==> config.mk <==
export PLATFORM = sky130hd
export DESIGN_NAME = i2s_tx_ctrl_flat
export DESIGN_NICKNAME = d
export VERILOG_FILES = /design/src/rtl/i2s_pkg.sv /design/src/rtl/i2s_tx_ctrl_if.sv /design/src/rtl/i2s_tx_fifo.sv /design/src/rtl/i2s_tx_ctrl.sv /design/src/flat_wrapper.sv
export SDC_FILE = /design/constraint.sdc
export NUM_CORES = 1
export LEC_CHECK = 0
export ABC_AREA = 1
export CORE_UTILIZATION = 41
export DETAILED_ROUTE_END_ITERATION = 16
export SLEW_MARGIN = 20
export SYNTH_ARGS = -nofsm -noshare
export SYNTH_HDL_FRONTEND = slang
export SYNTH_HIERARCHICAL = 1
export SYNTH_SLANG_ARGS = --single-unit
==> constraint.sdc <==
create_clock -name clk -period 5.75 [get_ports clk]
set_clock_uncertainty 0.2 [all_clocks]
set_input_delay 1.15 -clock clk [delete_from_list [all_inputs] [get_ports clk]]
set_output_delay 1.15 -clock clk [all_outputs]
set_load 0.02 [all_outputs]
==> src/rtl/i2s_pkg.sv <==
// Shared types for the I2S transmit controller: FSM states, slot/frame sizes
// and the stereo sample-pair record.
package i2s_pkg;

    localparam int SLOT_BITS  = 32;
    localparam int FRAME_BITS = 64;

    typedef enum logic [1:0] {
        ST_IDLE  = 2'd0,
        ST_RUN   = 2'd1,
        ST_DRAIN = 2'd2
    } state_e;

    typedef struct packed {
        logic [SLOT_BITS-1:0] left;
        logic [SLOT_BITS-1:0] right;
    } pair_t;

endpackage

==> src/rtl/i2s_tx_ctrl_if.sv <==
// Upstream valid/ready sample-pair stream feeding the I2S transmit controller.
interface i2s_tx_ctrl_if;
    import i2s_pkg::*;

    logic                 s_valid;
    logic                 s_ready;
    logic [SLOT_BITS-1:0] s_left;
    logic [SLOT_BITS-1:0] s_right;

    modport master (output s_valid, output s_left, output s_right, input s_ready);
    modport slave  (input s_valid, input s_left, input s_right, output s_ready);

endinterface

==> src/rtl/i2s_tx_fifo.sv <==
// Synchronous sample-pair FIFO; push is ignored when full, pop ignored when empty.
module i2s_tx_fifo
    import i2s_pkg::*;
#(
    parameter int DEPTH = 4
) (
    input  logic                 clk,
    input  logic                 rst_n,
    input  logic                 i_push,
    input  logic                 i_pop,
    input  pair_t                i_wdata,
    output pair_t                o_rdata,
    output logic                 o_full,
    output logic                 o_empty,
    output logic [$clog2(DEPTH):0] o_level
);

    localparam int AW = $clog2(DEPTH);
    localparam logic [AW:0] FULL_LVL = (AW+1)'(DEPTH);

    pair_t         r_mem [DEPTH];
    logic [AW-1:0] r_wptr;
    logic [AW-1:0] r_rptr;
    logic [AW:0]   r_level;
    logic          w_push;
    logic          w_pop;

    assign o_full  = (r_level == FULL_LVL);
    assign o_empty = (r_level == '0);
    assign o_level = r_level;
    assign o_rdata = r_mem[r_rptr];
    assign w_push  = i_push && !o_full;
    assign w_pop   = i_pop && !o_empty;

    always_ff @(posedge clk) begin
        if (w_push) r_mem[r_wptr] <= i_wdata;
    end

    always_ff @(posedge clk or negedge rst_n) begin
        if (!rst_n) begin
            r_wptr  <= '0;
            r_rptr  <= '0;
            r_level <= '0;
        end else begin
            if (w_push) r_wptr <= r_wptr + 1'b1;
            if (w_pop)  r_rptr <= r_rptr + 1'b1;
            if (w_push && !w_pop)      r_level <= r_level + 1'b1;
            else if (w_pop && !w_push) r_level <= r_level - 1'b1;
        end
    end

endmodule

==> src/rtl/i2s_tx_ctrl.sv <==
// I2S transmit frame scheduler: bclk/lrc generation, sample buffering, underrun status.
// Build option I2S_TX_CTRL_HOLD_LAST_EN: hold the last sample on underrun instead of muting.
module i2s_tx_ctrl
    import i2s_pkg::*;
#(
    parameter int BCLK_DIV   = 4,
    parameter int FIFO_DEPTH = 4
) (
    input  logic                        clk,
    input  logic                        rst_n,
    input  logic                        enable,
    i2s_tx_ctrl_if.slave                s_if,
    output logic                        sck_bclk,
    output logic                        ws_lrc,
    output logic [SLOT_BITS-1:0]        left_data,
    output logic [SLOT_BITS-1:0]        right_data,
    input  logic                        read_data_en,
    output logic                        busy,
    output logic [$clog2(FIFO_DEPTH):0] fifo_level,
    output logic                        underrun,
    input  logic                        clr_status
);

`ifdef I2S_TX_CTRL_HOLD_LAST_EN
    localparam bit HOLD_LAST = 1'b1;
`else
    localparam bit HOLD_LAST = 1'b0;
`endif

    localparam int HW = $clog2(BCLK_DIV);
    localparam int BW = $clog2(FRAME_BITS);
    localparam logic [HW-1:0] HC_MAX = HW'(BCLK_DIV - 1);
    localparam logic [BW-1:0] BC_MAX = BW'(FRAME_BITS - 1);
    localparam logic [BW-1:0] BC_HALF = BW'(SLOT_BITS);

    state_e               r_state;
    logic [HW-1:0]        r_hcnt;
    logic                 r_bclk;
    logic [BW-1:0]        r_bcnt;
    logic                 r_ws;
    logic [SLOT_BITS-1:0] r_left;
    logic [SLOT_BITS-1:0] r_right;
    logic                 r_urun;

    logic                 w_hwrap;
    logic                 w_fall;
    logic                 w_last;
    logic [BW-1:0]        w_bnext;
    logic                 w_start;
    logic                 w_rd;
    logic                 w_push;
    logic                 w_pop;
    logic                 w_urun;
    logic                 w_full;
    logic                 w_empty;
    pair_t                w_head;
    pair_t                w_wdata;

    assign w_hwrap = (r_hcnt == HC_MAX);
    assign w_fall  = w_hwrap && r_bclk;
    assign w_last  = w_fall && (r_bcnt == BC_MAX);
    assign w_bnext = r_bcnt + 1'b1;
    assign w_start = (r_state == ST_IDLE) && enable && !w_empty;
    assign w_rd    = (r_state != ST_IDLE) && read_data_en;
    assign w_pop   = w_start || (w_rd && !w_empty);
    assign w_urun  = w_rd && w_empty;
    assign w_push  = s_if.s_valid && !w_full;
    assign w_wdata = {s_if.s_left, s_if.s_right};

    i2s_tx_fifo #(.DEPTH(FIFO_DEPTH)) u_fifo (
        .clk     (clk),
        .rst_n   (rst_n),
        .i_push  (w_push),
        .i_pop   (w_pop),
        .i_wdata (w_wdata),
        .o_rdata (w_head),
        .o_full  (w_full),
        .o_empty (w_empty),
        .o_level (fifo_level)
    );

    // Counters free-run through RUN and DRAIN so re-enabling never glitches the clocks.
    always_ff @(posedge clk or negedge rst_n) begin
        if (!rst_n) begin
            r_state <= ST_IDLE;
            r_hcnt  <= '0;
            r_bclk  <= 1'b0;
            r_bcnt  <= '0;
            r_ws    <= 1'b0;
        end else if (r_state == ST_IDLE) begin
            if (w_start) begin
                r_state <= ST_RUN;
                r_ws    <= 1'b1;
            end
        end else if ((r_state == ST_DRAIN) && !enable && w_last) begin
            r_state <= ST_IDLE;
            r_hcnt  <= '0;
            r_bclk  <= 1'b0;
            r_bcnt  <= '0;
            r_ws    <= 1'b0;
        end else begin
            r_state <= enable ? ST_RUN : ST_DRAIN;
            r_hcnt  <= w_hwrap ? '0 : r_hcnt + 1'b1;
            if (w_hwrap) r_bclk <= ~r_bclk;
            if (w_fall) begin
                r_bcnt <= w_bnext;
                r_ws   <= (w_bnext < BC_HALF);
            end
        end
    end

    always_ff @(posedge clk or negedge rst_n) begin
        if (!rst_n) begin
            r_left  <= '0;
            r_right <= '0;
            r_urun  <= 1'b0;
        end else begin
            if (w_pop) begin
                r_left  <= w_head.left;
                r_right <= w_head.right;
            end else if (w_urun && !HOLD_LAST) begin
                r_left  <= '0;
                r_right <= '0;
            end
            if (w_urun)          r_urun <= 1'b1;
            else if (clr_status) r_urun <= 1'b0;
        end
    end

    assign s_if.s_ready = !w_full;
    assign sck_bclk     = r_bclk;
    assign ws_lrc       = r_ws;
    assign left_data    = r_left;
    assign right_data   = r_right;
    assign busy         = (r_state != ST_IDLE);
    assign underrun     = r_urun;

endmodule
==> src/flat_wrapper.sv <==
// flat-port wrapper written by rule: the top's interface ports become plain ports
module i2s_tx_ctrl_flat import i2s_pkg::*;
#(
    parameter int BCLK_DIV   = 4,
    parameter int FIFO_DEPTH = 4
)
  (clk, rst_n, enable, sck_bclk, ws_lrc, left_data, right_data, read_data_en, busy, fifo_level, underrun, clr_status, s_if_s_valid, s_if_s_left, s_if_s_right, s_if_s_ready);
  i2s_tx_ctrl_if s_if_i ();
  input  logic clk;
  input  logic rst_n;
  input  logic enable;
  output logic sck_bclk;
  output logic ws_lrc;
  output logic [SLOT_BITS-1:0] left_data;
  output logic [SLOT_BITS-1:0] right_data;
  input  logic read_data_en;
  output logic busy;
  output logic [$clog2(FIFO_DEPTH):0] fifo_level;
  output logic underrun;
  input  logic clr_status;
  input wire logic [$bits(s_if_i.s_valid)-1:0] s_if_s_valid;
  input wire logic [$bits(s_if_i.s_left)-1:0] s_if_s_left;
  input wire logic [$bits(s_if_i.s_right)-1:0] s_if_s_right;
  output wire logic [$bits(s_if_i.s_ready)-1:0] s_if_s_ready;
  assign s_if_i.s_valid = s_if_s_valid;
  assign s_if_i.s_left = s_if_s_left;
  assign s_if_i.s_right = s_if_s_right;
  assign s_if_s_ready = s_if_i.s_ready;
  i2s_tx_ctrl #(.BCLK_DIV(BCLK_DIV), .FIFO_DEPTH(FIFO_DEPTH)) u_core (.clk(clk), .rst_n(rst_n), .enable(enable), .s_if(s_if_i), .sck_bclk(sck_bclk), .ws_lrc(ws_lrc), .left_data(left_data), .right_data(right_data), .read_data_en(read_data_en), .busy(busy), .fifo_level(fifo_level), .underrun(underrun), .clr_status(clr_status));
endmodule
==> flow_metrics.env <==
export IMPL_avgSynthCellArea_um2=11.8
export IMPL_crit_required_ns=5.70
export IMPL_rr_startpoint="u_core/u_fifo/o_level[0]$_DFFE_PN0P_"
export IMPL_cts_root_buf="clkbuf_16"
export IMPL_synth_top_cell_area_share_pct=54.6
export IMPL_yosysMostFrequentCell="nand2_1"
export IMPL_utilization_pct=50.1
export IMPL_period_share_pct=58.5
export IMPL_finalSetupViolations=0
export IMPL_power_leakage_nw=6.90
export IMPL_die_area_um2=35100
export IMPL_synth_area_top_cells="edfxtp_1 55%, dfrtp_1 15%, nand2_1 8.1%"
export IMPL_syn2layout_area_growth_pct=19.6
export IMPL_cts_hold_buffers_added=0
export IMPL_post_cts_resize_count=0
export IMPL_wl_um=30200
export IMPL_status="complete, no violations"
export IMPL_worst_slack_ns=2.39
export IMPL_port_buffer_count=141
export IMPL_min_from="u_core/sck_bclk$_DFFE_PN0P_"
export IMPL_end_kind="flop"
export IMPL_grt_max_degree=178
export IMPL_die_x_um=187
export IMPL_die_h_um=187
export IMPL_ys_seq_area_share_pct=69.6
export IMPL_drtIter0Drc=445
export IMPL_nNetsFinal=1391
export IMPL_worstHoldEndpoint="u_core/sck_bclk$_DFFE_PN0P_"
export IMPL_hpwl_um=16100
export IMPL_holdPathStages=1
export IMPL_reg2reg_to="u_core/u_fifo/o_level[1]$_DFFE_PN0P_"
export IMPL_final_max_slew_viol_count=0
export IMPL_peakVddDrop_mv=0.306
export IMPL_dr_total_vias=8803
export IMPL_synth_top_area_cell="edfxtp_1"
export IMPL_max_freq_ghz=0.297
export IMPL_worstPathArrival_ns=3.32
export IMPL_start_util_pct=41.9
export IMPL_ctsHtreeMaxLevel=2
export IMPL_syn_inst=1189
export IMPL_tritoncts="done"
export IMPL_setup_tns_ns=0
export IMPL_synthArstFlopShare_pct=24.7
export IMPL_n_antenna_cell=0
export IMPL_r2r_setup_slack_ns=2.75
export IMPL_yosysWarnings=6
export IMPL_drive_gt1_share_pct=5.82
export IMPL_synthTopCellsByCount="305 x nand2_1, 256 x edfxtp_1, 158 x inv_1"
export IMPL_critical_path_class="input port to flop"
export IMPL_clock_sinks=340
export IMPL_startpoint_type="input port"
export IMPL_relSlewSlack_pct=29.8
export IMPL_ys_types=27
export IMPL_place_gp_congestion=0.788
export IMPL_overflow=0
export IMPL_synth_fp_nets=1268
export IMPL_drc=0
export IMPL_ant_nets=0
export IMPL_clkLatencyLatePin_ns=0.51
export IMPL_rsz0062_at_grt="false"
export IMPL_hold_class="flop to flop"
export IMPL_core_um2=33600
export IMPL_grt_util_all_layers_pct=17.2
export IMPL_synth_edff_count=256
export IMPL_synth_main_ff_cell="edfxtp_1"
export IMPL_fp_row_count=67
export IMPL_power_per_cell_area_nw_per_um2=526
export IMPL_io_pins=142
export IMPL_grt_pass1_wl_um=47000
export IMPL_vias_per_cell=4.92
export IMPL_tightestPinTransition_ns=1.05
export IMPL_pre_cts_ws_ns=1.81
export IMPL_layout_min_cycle_time_ns=3.36
export IMPL_rr_worst_depth=12
export IMPL_antenna_found_initial=2
export IMPL_drv_cap=0
export IMPL_hold_viol_final=0
export IMPL_post_drt_wl_per_cell_um=16.9
export IMPL_synth_seq_cells=340
export IMPL_synth_area_um2=14100
export IMPL_dr_pass1_iters=5
export IMPL_clk_pin_slew_ns=0.05
export IMPL_numCtsBuffers=38
export IMPL_grt_pass1_vias=8294
export IMPL_postCtsSetupBuffers=0
export IMPL_clk_path_buf_depth=3
export IMPL_critPathMaxFanout=25
## worst max-delay path: stages
cell	delay (ns)
clkdlybuf4s50_1	0.47
inv_1	0.06
nor2_1	0.16
nand2_1	0.31
nor2_4	0.66
buf_4	0.49
## how the worst max path moves through the flow
stage | from | end | slack (ns) | cells past startpoint
floorplan | s_if_s_valid | u_core/u_fifo/r_mem[0][0]$_DFFE_PP_ | 0.90 | 4
global placement | s_if_s_valid | u_core/u_fifo/r_mem[1][12]$_DFFE_PP_ | 1.82 | 6
detailed placement | s_if_s_valid | u_core/u_fifo/r_mem[1][12]$_DFFE_PP_ | 1.81 | 6
CTS | s_if_s_valid | u_core/u_fifo/r_mem[1][0]$_DFFE_PP_ | 2.34 | 6
global route | s_if_s_valid | u_core/u_fifo/r_mem[1][2]$_DFFE_PP_ | 2.19 | 6
finish | s_if_s_valid | u_core/u_fifo/r_mem[1][0]$_DFFE_PP_ | 2.39 | 6
## per-stage QoR
stage | power, mW | instances | instance area, um2 | hold WS (ns)
2_1_floorplan | 5.72 | 1189 | 14100 | 0.278
3_3_place_gp | 6.63 | 1720 | 15700 | 0.284
3_5_place_dp | 6.68 | 1720 | 15700 | 0.288
4_1_cts | 8.97 | 1788 | 16800 | 0.299
5_1_grt | 9.41 | 1788 | 16800 | 0.323
6_report | 8.85 | 1788 | 16800 | 0.298
## cells in the final DEF (no fill, tap or decap)
cell,synthesis,layout
a21boi_0,1,1
a21oi_1,3,3
a21oi_2,1,1
buf_12,0,2
buf_4,13,10
bufinv_16,0,1
clkbuf_1,10,16
clkbuf_16,0,39
clkbuf_8,0,5
clkdlybuf4s50_1,0,140
clkinv_1,0,3
clkinv_2,0,3
dfrtp_1,84,83
dfrtp_2,0,1
edfxtp_1,256,256
fa_1,1,1
ha_1,8,8
inv_1,158,156
inv_2,3,4
inv_6,0,1
inv_8,0,1
nand2_1,305,305
nand2_2,1,1
nand2_4,3,3
nand3_1,139,139
nand3_4,0,1
nand4_1,1,1
nor2_1,15,11
nor2_4,1,5
o211ai_1,128,128
o21a_1,1,1
o21ai_0,6,6
o22ai_1,1,1
xnor2_1,3,3
## sequential cells by signal (all words and copies together), names as in the netlist, 2 cells and up
name                   flops
u_core/r_state             2
u_core/u_fifo/r_rptr       2
u_core/right_data         32
u_core/u_fifo/r_mem      256
u_core/left_data          32
u_core/u_fifo/o_level      3
u_core/r_hcnt              2
u_core/u_fifo/r_wptr       2
u_core/r_bcnt              6
## area by class of cell
| class | count | area [um2] |
|---|---|---|
| clock buffers | 60 | 1100 |
| clock inverters | 8 | 65.1 |
| fillers | 2962 | 16800 |
| inverters | 161 | 612 |
| multi-input cells | 619 | 3180 |
| flip-flops and latches | 340 | 9790 |
| well taps | 448 | 561 |
| repair buffers | 152 | 1520 |
## cells by family (layout without fill, tap and decap cells)
family | Yosys count | after routing | synth area share, %
AO/OA/AOI/OAI | 141 | 141 | 7.36
flip-flops | 340 | 340 | 69.6
XOR/XNOR | 3 | 3 | 0.187
AND/OR/NAND/NOR | 466 | 466 | 14.0
buffers and inverters | 230 | 381 | 8.07
adder cells (fa/ha/maj) | 9 | 9 | 0.854
## layer usage
metal	GRT usage (%)	part of all wire (%)	vias to the layer above
li1	-	-	4321
met2	28.9	48	223
met4	4.00	1.4	4
met1	23.4	44	4217
met5	0	0.093	-
met3	2.98	5.8	38
## where the power goes
part           internal (mW)  switching, mW  total [mW]
logic                   1.07           1.92        2.99
registers               3.33          0.276        3.61
clock network           1.36          0.896        2.26
(Power assumes the default switching activity.)
